==> src/rtl/sparc_exu_ecc_chk_pipe_if.sv <==
// sparc_exu_ecc_chk_pipe_if: input/output handshake and data bus of the ECC checker pipe
interface sparc_exu_ecc_chk_pipe_if #(parameter int DATA_W = 64, parameter int ECC_W = 8);
    logic              in_vld;
    logic              in_rdy;
    logic [DATA_W-1:0] in_data;
    logic [ECC_W-1:0]  in_ecc;
    logic              out_vld;
    logic              out_rdy;
    logic [DATA_W-1:0] out_data;
    logic              out_ce;
    logic              out_ue;
    logic [ECC_W-1:0]  out_synd;
    modport master (output in_vld, in_data, in_ecc, out_rdy,
                    input  in_rdy, out_vld, out_data, out_ce, out_ue, out_synd);
    modport slave  (input  in_vld, in_data, in_ecc, out_rdy,
                    output in_rdy, out_vld, out_data, out_ce, out_ue, out_synd);
endinterface

==> src/rtl/sparc_exu_ecc_chk_pipe.sv <==
// sparc_exu_ecc_chk_pipe: two-stage SECDED check/correct pipe with error counters and first-error log
module sparc_exu_ecc_chk_pipe #(
    parameter int DATA_W = 64,
    parameter int ECC_W  = 8,
    parameter int CNT_W  = 16
) (
    input  logic             rclk,
    input  logic             reset,
    input  logic             chk_en,
    input  logic             cnt_clr,
    sparc_exu_ecc_chk_pipe_if.slave bus,
    output logic [CNT_W-1:0] ce_cnt,
    output logic [CNT_W-1:0] ue_cnt,
    output logic             log_vld,
    output logic [ECC_W-1:0] log_synd,
    output logic             log_ue
);
    localparam int H = ECC_W - 1;
    // Hamming position of each data bit: the non-power-of-two integers from 3 upward
    function automatic logic [DATA_W*H-1:0] pos_tab();
        logic [DATA_W*H-1:0] t;
        int k;
        t = '0;
        k = 0;
        for (int n = 3; n < (1 << H); n++)
            if ((n & (n - 1)) != 0 && k < DATA_W) begin
                t[k*H +: H] = H'(n);
                k++;
            end
        return t;
    endfunction
    localparam logic [DATA_W*H-1:0] POS = pos_tab();
    logic              s1_vld, s1_chk, s1_p;
    logic [H-1:0]      s1_s;
    logic [DATA_W-1:0] s1_data;
    logic              s1_en, s2_en, xfer;
    logic [H-1:0]      h;
    logic [DATA_W-1:0] mask;
    logic              nz, pow2, hit, ce, ue;
    logic [CNT_W-1:0]  ce_base, ue_base;
    logic              log_base;
    assign s2_en      = ~bus.out_vld | bus.out_rdy;
    assign s1_en      = ~s1_vld | s2_en;
    assign bus.in_rdy = s1_en;
    assign xfer       = bus.out_vld & bus.out_rdy;
    // XOR of the positions of all set data bits equals the Hamming check bits
    always_comb begin
        h = '0;
        for (int i = 0; i < DATA_W; i++) h ^= bus.in_data[i] ? POS[i*H +: H] : '0;
    end
    always_comb begin
        mask = '0;
        for (int i = 0; i < DATA_W; i++) mask[i] = s1_s == POS[i*H +: H];
    end
    assign nz   = |s1_s;
    assign pow2 = (s1_s & (s1_s - 1'b1)) == '0;
    assign hit  = |mask;
    assign ce   = s1_chk & s1_p & (~nz | pow2 | hit);
    assign ue   = s1_chk & nz & (~s1_p | ~(pow2 | hit));
    // A clear in the same cycle takes effect before the transferring word is counted/logged
    assign ce_base  = cnt_clr ? '0 : ce_cnt;
    assign ue_base  = cnt_clr ? '0 : ue_cnt;
    assign log_base = cnt_clr ? 1'b0 : log_vld;
    always_ff @(posedge rclk) begin
        if (reset) begin
            s1_vld       <= 1'b0;
            s1_chk       <= 1'b0;
            s1_p         <= 1'b0;
            s1_s         <= '0;
            s1_data      <= '0;
            bus.out_vld  <= 1'b0;
            bus.out_data <= '0;
            bus.out_ce   <= 1'b0;
            bus.out_ue   <= 1'b0;
            bus.out_synd <= '0;
            ce_cnt       <= '0;
            ue_cnt       <= '0;
            log_vld      <= 1'b0;
            log_synd     <= '0;
            log_ue       <= 1'b0;
        end else begin
            if (s1_en) s1_vld <= bus.in_vld;
            if (s1_en && bus.in_vld) begin
                s1_chk  <= chk_en;
                s1_s    <= h ^ bus.in_ecc[H-1:0];
                s1_p    <= ^{bus.in_data, bus.in_ecc};
                s1_data <= bus.in_data;
            end
            if (s2_en) bus.out_vld <= s1_vld;
            if (s2_en && s1_vld) begin
                bus.out_data <= s1_data ^ ((s1_chk & s1_p & nz) ? mask : '0);
                bus.out_ce   <= ce;
                bus.out_ue   <= ue;
                bus.out_synd <= s1_chk ? {s1_p, s1_s} : '0;
            end
            ce_cnt <= ce_base + CNT_W'(xfer & bus.out_ce & ~&ce_base);
            ue_cnt <= ue_base + CNT_W'(xfer & bus.out_ue & ~&ue_base);
            if (xfer && (bus.out_ce || bus.out_ue) && !log_base) begin
                log_vld  <= 1'b1;
                log_synd <= bus.out_synd;
                log_ue   <= bus.out_ue;
            end else begin
                log_vld  <= log_base;
                log_synd <= cnt_clr ? '0 : log_synd;
                log_ue   <= cnt_clr ? 1'b0 : log_ue;
            end
        end
    end
endmodule

==> src/flat_wrapper.sv <==
// flat-port wrapper written by rule: the top's interface ports become plain ports
module sparc_exu_ecc_chk_pipe_flat 
#(
    parameter int DATA_W = 64,
    parameter int ECC_W  = 8,
    parameter int CNT_W  = 16
)
  (rclk, reset, chk_en, cnt_clr, ce_cnt, ue_cnt, log_vld, log_synd, log_ue, bus_in_vld, bus_in_data, bus_in_ecc, bus_out_rdy, bus_in_rdy, bus_out_vld, bus_out_data, bus_out_ce, bus_out_ue, bus_out_synd);
  sparc_exu_ecc_chk_pipe_if #(.DATA_W(DATA_W), .ECC_W(ECC_W)) bus_i ();
  input  logic rclk;
  input  logic reset;
  input  logic chk_en;
  input  logic cnt_clr;
  output logic [CNT_W-1:0] ce_cnt;
  output logic [CNT_W-1:0] ue_cnt;
  output logic log_vld;
  output logic [ECC_W-1:0] log_synd;
  output logic log_ue;
  input wire logic [$bits(bus_i.in_vld)-1:0] bus_in_vld;
  input wire logic [$bits(bus_i.in_data)-1:0] bus_in_data;
  input wire logic [$bits(bus_i.in_ecc)-1:0] bus_in_ecc;
  input wire logic [$bits(bus_i.out_rdy)-1:0] bus_out_rdy;
  output wire logic [$bits(bus_i.in_rdy)-1:0] bus_in_rdy;
  output wire logic [$bits(bus_i.out_vld)-1:0] bus_out_vld;
  output wire logic [$bits(bus_i.out_data)-1:0] bus_out_data;
  output wire logic [$bits(bus_i.out_ce)-1:0] bus_out_ce;
  output wire logic [$bits(bus_i.out_ue)-1:0] bus_out_ue;
  output wire logic [$bits(bus_i.out_synd)-1:0] bus_out_synd;
  assign bus_i.in_vld = bus_in_vld;
  assign bus_i.in_data = bus_in_data;
  assign bus_i.in_ecc = bus_in_ecc;
  assign bus_i.out_rdy = bus_out_rdy;
  assign bus_in_rdy = bus_i.in_rdy;
  assign bus_out_vld = bus_i.out_vld;
  assign bus_out_data = bus_i.out_data;
  assign bus_out_ce = bus_i.out_ce;
  assign bus_out_ue = bus_i.out_ue;
  assign bus_out_synd = bus_i.out_synd;
  sparc_exu_ecc_chk_pipe #(.DATA_W(DATA_W), .ECC_W(ECC_W), .CNT_W(CNT_W)) u_core (.rclk(rclk), .reset(reset), .chk_en(chk_en), .cnt_clr(cnt_clr), .bus(bus_i), .ce_cnt(ce_cnt), .ue_cnt(ue_cnt), .log_vld(log_vld), .log_synd(log_synd), .log_ue(log_ue));
endmodule
==> config.mk <==
export PLATFORM = sky130hd
export DESIGN_NAME = sparc_exu_ecc_chk_pipe_flat
export DESIGN_NICKNAME = d
export VERILOG_FILES = /design/src/rtl/sparc_exu_ecc_chk_pipe_if.sv /design/src/rtl/sparc_exu_ecc_chk_pipe.sv /design/src/flat_wrapper.sv
export SDC_FILE = /design/constraint.sdc
export NUM_CORES = 1
export LEC_CHECK = 0
export ABC_AREA = 1
export BUFFER_PORTS_ARGS = -buffer_cell sky130_fd_sc_hd__buf_2
export CAP_MARGIN = 25
export CORE_ASPECT_RATIO = 1.1
export CORE_UTILIZATION = 60
export CTS_CLUSTER_DIAMETER = 40
export DETAILED_ROUTE_END_ITERATION = 12
export PLACE_DENSITY_LB_ADDON = 0.15
export SETUP_SLACK_MARGIN = 0.02
export SLEW_MARGIN = 40
export SYNTH_ARGS = -nofsm -noshare
export SYNTH_HDL_FRONTEND = slang
export SYNTH_SLANG_ARGS = --single-unit
==> constraint.sdc <==
create_clock -name rclk -period 3.4 [get_ports rclk]
set_input_delay 0 -clock rclk [delete_from_list [all_inputs] [get_ports rclk]]
set_output_delay 0 -clock rclk [all_outputs]
set_load 0.02 [all_outputs]
After elaboration in Yosys (flattened, before gate mapping)
Index checks and enable logic that the tools add are counted.
- bitwise operators: 87
- reductions and logical operators: 15
- muxes and demuxes: 74
- eq/ne operators: 64
- add/sub/neg operators: 3
- operators with widths (cell ; count):
    bitwise XOR 7 bit ; 64
    equality test 7 x 6 -> 1 bit (second input constant) ; 31
    2-to-1 mux 6 bit ; 31
    equality test 7 x 5 -> 1 bit (second input constant) ; 15
    2-to-1 mux 5 bit ; 15
    parity 72 bit ; 1
    2-to-1 mux 64 bit ; 1
    OR reduction 64 bit ; 1
    bitwise XOR 64 bit ; 1
    equality test 7 x 4 -> 1 bit (second input constant) ; 7
    equality test 7 bit (second input constant) ; 7
    2-to-1 mux 7 bit ; 7
    adder 16 bit ; 2
    bitwise AND 16 x 1 -> 16 bit ; 2
    2-to-1 mux 16 bit ; 2
    AND reduction 16 bit ; 2
    2-to-1 mux 4 bit ; 7
    2-to-1 mux 8 bit ; 3
    equality test 7 x 3 -> 1 bit (second input constant) ; 3
    2-to-1 mux 3 bit ; 3
    bitwise AND 1 bit ; 8
    bitwise AND 7 bit ; 1
    equality test 7 x 2 -> 1 bit (second input constant) ; 1
    zero test 7 bit ; 1
    10 further kinds ; 27
- input port bits: 78
- output and inout port bits: 118
- register bits after elaboration: 191
- logic and storage cells: 258

Logic depth before layout (Yosys ltp)
- depth after elaboration: 65
- gate-level depth with buffers: 21

Worst setup path before layout
No wires, ideal clock.
- path type: register to register
- start: register u_core.ce_cnt[4]
- end: register u_core.ce_cnt[14]
- data arrival time: 2.141 ns
- buffers on the path: 0
- library setup time: 0.115 ns
- cell stages (with the launch flop): 16
- setup slack: 1.144 ns
- cell sequence: dfxtp_1 nand2_4 nor2_4 nand2_1 inv_2 a311oi_1 ha_1 ha_1 inv_1 nor2_1 inv_1 nor2_1 inv_1 nor4_1 a21oi_1 o21a_1
- word-level cells in the longest chain between the ends: 5
- ends and longest elaborated chain (what ; RTL line ; source):
    from (decl) ; sparc_exu_ecc_chk_pipe.sv:12 ; output logic [CNT_W-1:0] ce_cnt,
    from (signal assigned) ; sparc_exu_ecc_chk_pipe.sv:96 ; ce_cnt <= ce_base + CNT_W'(xfer & bus.out_ce & ~&ce_base);
    2-to-1 mux 16 bit (*) ; sparc_exu_ecc_chk_pipe.sv:61 ; assign ce_base = cnt_clr ? '0 : ce_cnt;
    AND reduction 16 bit ; sparc_exu_ecc_chk_pipe.sv:96 ;
    zero test 1 bit ; sparc_exu_ecc_chk_pipe.sv:96 ;
    bitwise AND 16 x 1 -> 16 bit ; sparc_exu_ecc_chk_pipe.sv:96 ;
    adder 16 bit (*) ; sparc_exu_ecc_chk_pipe.sv:96 ;
Mark *: on every way between the ends. The rest lies on a longest branch, timed or not.
A chain may end at the register's enable or synchronous reset.

Worst setup path after layout
Ends and elaborated chain as after synthesis.

==> results by group <==
Clock network
  – Clk sink count: 191
  – Clock Latency Late Sink: 0.44 ns
  – Hold-fix buffers at CTS: 58
  – Number of setup buffers added after CTS: 0
  – CTS tree: done
  – CTS Buffer Depth: 2
  – Post-CTS Resized: 0
  – Total CTS buffers: 17
  – Clock Pin Slew Worst Setup and Hold Paths: 0.07 ns
  – Root buffer cell: clkbuf_16
  – CTS H-Tree Depth: 4

Hold path
  – Hold WC Path Type: input port to flop

Layout
  – Share of layout cells above drive strength 1: 14.99%
  – Layout Nets: 2097
  – Diodes inserted: 0
  – Area Growth Syn to Fin: 18.89%
  – Post-layout util: 72.75%

Routing
  – Final WL: 35430 um
  – Vias per cell: 5.411
  – Final ANT Viol Nets: 0
  – Via count: 12310
  – # DRC: 0
  – Drt first-iter violations: 799
  – TritonRoute pass-1 iters: 5
  – DR WL/cell: 15.57 um

Floorplan
  – Core area: 19100 um^2
  – Row Count: 53
  – Die Span Y: 148.4 um
  – Die area: 20040 um^2
  – Die X: 135.1 um
  – Initial Utilization: 61.19%
  – I/O Pins: 196

Yosys
  – Yosys reg bits: 191
  – Cells after Synth: 1807
  – Sequential element share of the synthesized area: 32.72%
  – Syn Nets: 1889
  – Mapped Area: 11690 um^2
  – Synth cell types: 50
  – Avg Cell Area, Syn: 6.467 um^2
  – Ys Warns: 0

Placement
  – Port Buffers: 195
  – HPWL after DPL: 26400 um
  – RD Place Congestion: 0.9779

GRT
  – Total gr overflow: 0
  – Pin count of the biggest net entering global routing: 96
  – Number of global-route vias before repair: 11268
  – Initial antenna violation count: 0
  – First-pass GRT wire length: 56000 um
  – Total GRT Usage: 35.67%

Setup path
  – Worst EP required: 3.73 ns
  – CP Capture Type: flop
  – Setup CP Type: flop to flop
  – CP max FO: 4
  – Startpoint Class: flop
  – Worst EP arrival: 2.85 ns

Timing
  – Slew Viols, Final: 0
  – Worst-case clock skew: 0.01015 ns
  – Final hold viol count: 0
  – Crit path time final: 2.515 ns
  – Final period util: 73.97%
  – Relative slew slack: 46.57%
  – Final setup fails: 0
  – Fin Setup TNS: 0 ns
  – Unrepaired setup endpoints after global routing: no
  – Achievable Freq: 397.6 MHz
  – Worst-margin pin slew: 0.8015 ns

Power and ir drop
  – Pwr Density: 444.8 nW/um^2
  – Leakage: 7.005 nW
  – Maximum VDD drop: 294.7 uV

Job
  – Max-cap violation count: 0

Status
  – Status: completed
synthesized netlist by cell type, drive strengths merged:
cell type | number | area [um^2]
a211oi | 3 | 22.52
a21oi | 112 | 560.5
a311oi | 1 | 8.760
a31oi | 1 | 6.260
buf | 27 | 162.7
clkbuf | 49 | 185.2
clkinv | 1 | 8.760
dfxtp | 191 | 3824
ha | 4 | 50.05
inv | 279 | 1050
nand2 | 501 | 1918
nand2b | 1 | 6.260
nand3 | 77 | 412.9
nand3b | 5 | 37.54
nand4 | 15 | 100.1
nor2 | 190 | 797.0
nor3 | 33 | 175.2
nor3b | 3 | 27.52
nor4 | 8 | 56.30
o2111ai | 1 | 8.760
o211ai | 3 | 22.52
o21a | 6 | 45.04
o21ai | 115 | 575.6
o21bai | 1 | 7.510
o221ai | 53 | 464.2
or2 | 4 | 25.03
xnor2 | 64 | 590.6
xnor3 | 1 | 22.52
xor2 | 58 | 515.5
power breakdown:
| group | switching, mW | internal, mW | total (mW) |
|---|---|---|---|
| clock network | 0.935 | 1.06 | 2.00 |
| registers | 0.134 | 2.37 | 2.50 |
| logic | 1.08 | 0.597 | 1.68 |
per-layer routing:
metal / global-route usage, % / wire (um) / vias up
met1: 44.14 / 14660 / 5600
met2: 59.02 / 16370 / 477
met3: 5.078 / 2601 / 95
met4: 20.90 / 1795 / 0
li1: - / - / 6138
met5: 0 / 0 / -
path summary, 6_finish.rpt:
| kind | slack (ns) | from | cells after the start | endpoint |
|---|---|---|---|---|
| worst min register to register | 0.47 | u_core.s1_data[38]$_SDFFE_PP0P_ | 2 | u_core.s1_data[38]$_SDFFE_PP0P_ |
| worst max register to register | 0.89 | u_core.ce_cnt[4]$_SDFF_PP0_ | 15 | u_core.ce_cnt[14]$_SDFF_PP0_ |
| worst min-delay path | 0.04 | bus_in_data[23] | 3 | u_core.s1_data[23]$_SDFFE_PP0P_ |
| worst max-delay path | 0.89 | u_core.ce_cnt[4]$_SDFF_PP0_ | 15 | u_core.ce_cnt[14]$_SDFF_PP0_ |
worst max-delay path, cell delays in order, from the launching register on:
cell and delay (ns):
dfxtp_1 0.35, nand2_4 0.10, nor2_4 0.04, nand2_1 0.08, inv_2 0.07, a311oi_1 0.28, ha_1 0.22, ha_1 0.15
inv_1 0.05, nor2_1 0.22, inv_1 0.10, nor2_1 0.14, inv_1 0.09, nor4_1 0.27, a21oi_1 0.11, o21a_1 0.13
sequential cells by signal, summed over array words and instances, names as in the netlist:
| register | cells |
|---|---|
| u_core.s1_data | 64 |
| u_core.log_synd | 8 |
| u_core.s1_vld | 1 |
| u_core.bus.out_synd | 8 |
| u_core.s1_s | 7 |
| u_core.log_ue | 1 |
| u_core.log_vld | 1 |
| u_core.s1_chk | 1 |
| u_core.s1_p | 1 |
| u_core.bus.out_ce | 1 |
| u_core.ue_cnt | 16 |
| u_core.ce_cnt | 16 |
| u_core.bus.out_vld | 1 |
| u_core.bus.out_data | 64 |
| u_core.bus.out_ue | 1 |
final cells by class:
cell class                      instances  area [um^2]
Clock buffer                           19        442.9
Timing Repair Buffer                  265         1659
Tap cell                              247        309.0
Inverter                              280         1061
Sequential cell                       191         3824
Clock inverter                         13        141.4
Fill cell                            1659         5205
Multi-Input combinational cell       1260         6456
layout by cell type (no fill, tap or decap), types with 8 or more instances in the layout:
cell type and n:
clkbuf_16 17, nand4_1 14, inv_2 22, nor3_1 31, buf_2 195, o21ai_1 8
xnor2_1 60, nor2_1 178, o221ai_1 53, dfxtp_1 191, inv_1 254, nand2_2 12
nand2_1 488, xor2_1 57, o21ai_0 107, nor2_4 8, nand3_1 73, buf_4 11
dlygate4sd3_1 58, a21oi_1 112
stage by stage:
stage	std cells	setup WS, ns	total power [mW]	instance area (um^2)	hold slack [ns]
2_1_floorplan	1807	1.144	3.702	11690	0.1276
3_3_place_gp	2185	0.8342	4.102	12730	0.2850
3_5_place_dp	2185	0.7934	4.143	12730	0.2928
4_1_cts	2275	0.8508	6.158	13890	0.01786
5_1_grt	2275	0.6254	6.477	13890	0.06209
6_report	2275	0.8851	6.180	13890	0.03895
cell families after synthesis:
family | count (synthesis) | synth area share, %
fa+ha+maj | 4 | 0.4283
buf+inv | 356 | 12.03
flops | 191 | 32.72
compound gates | 296 | 14.73
simple gates | 837 | 30.43
xor+xnor | 123 | 9.657
Note: power is estimated with default switching activity, not from simulation.
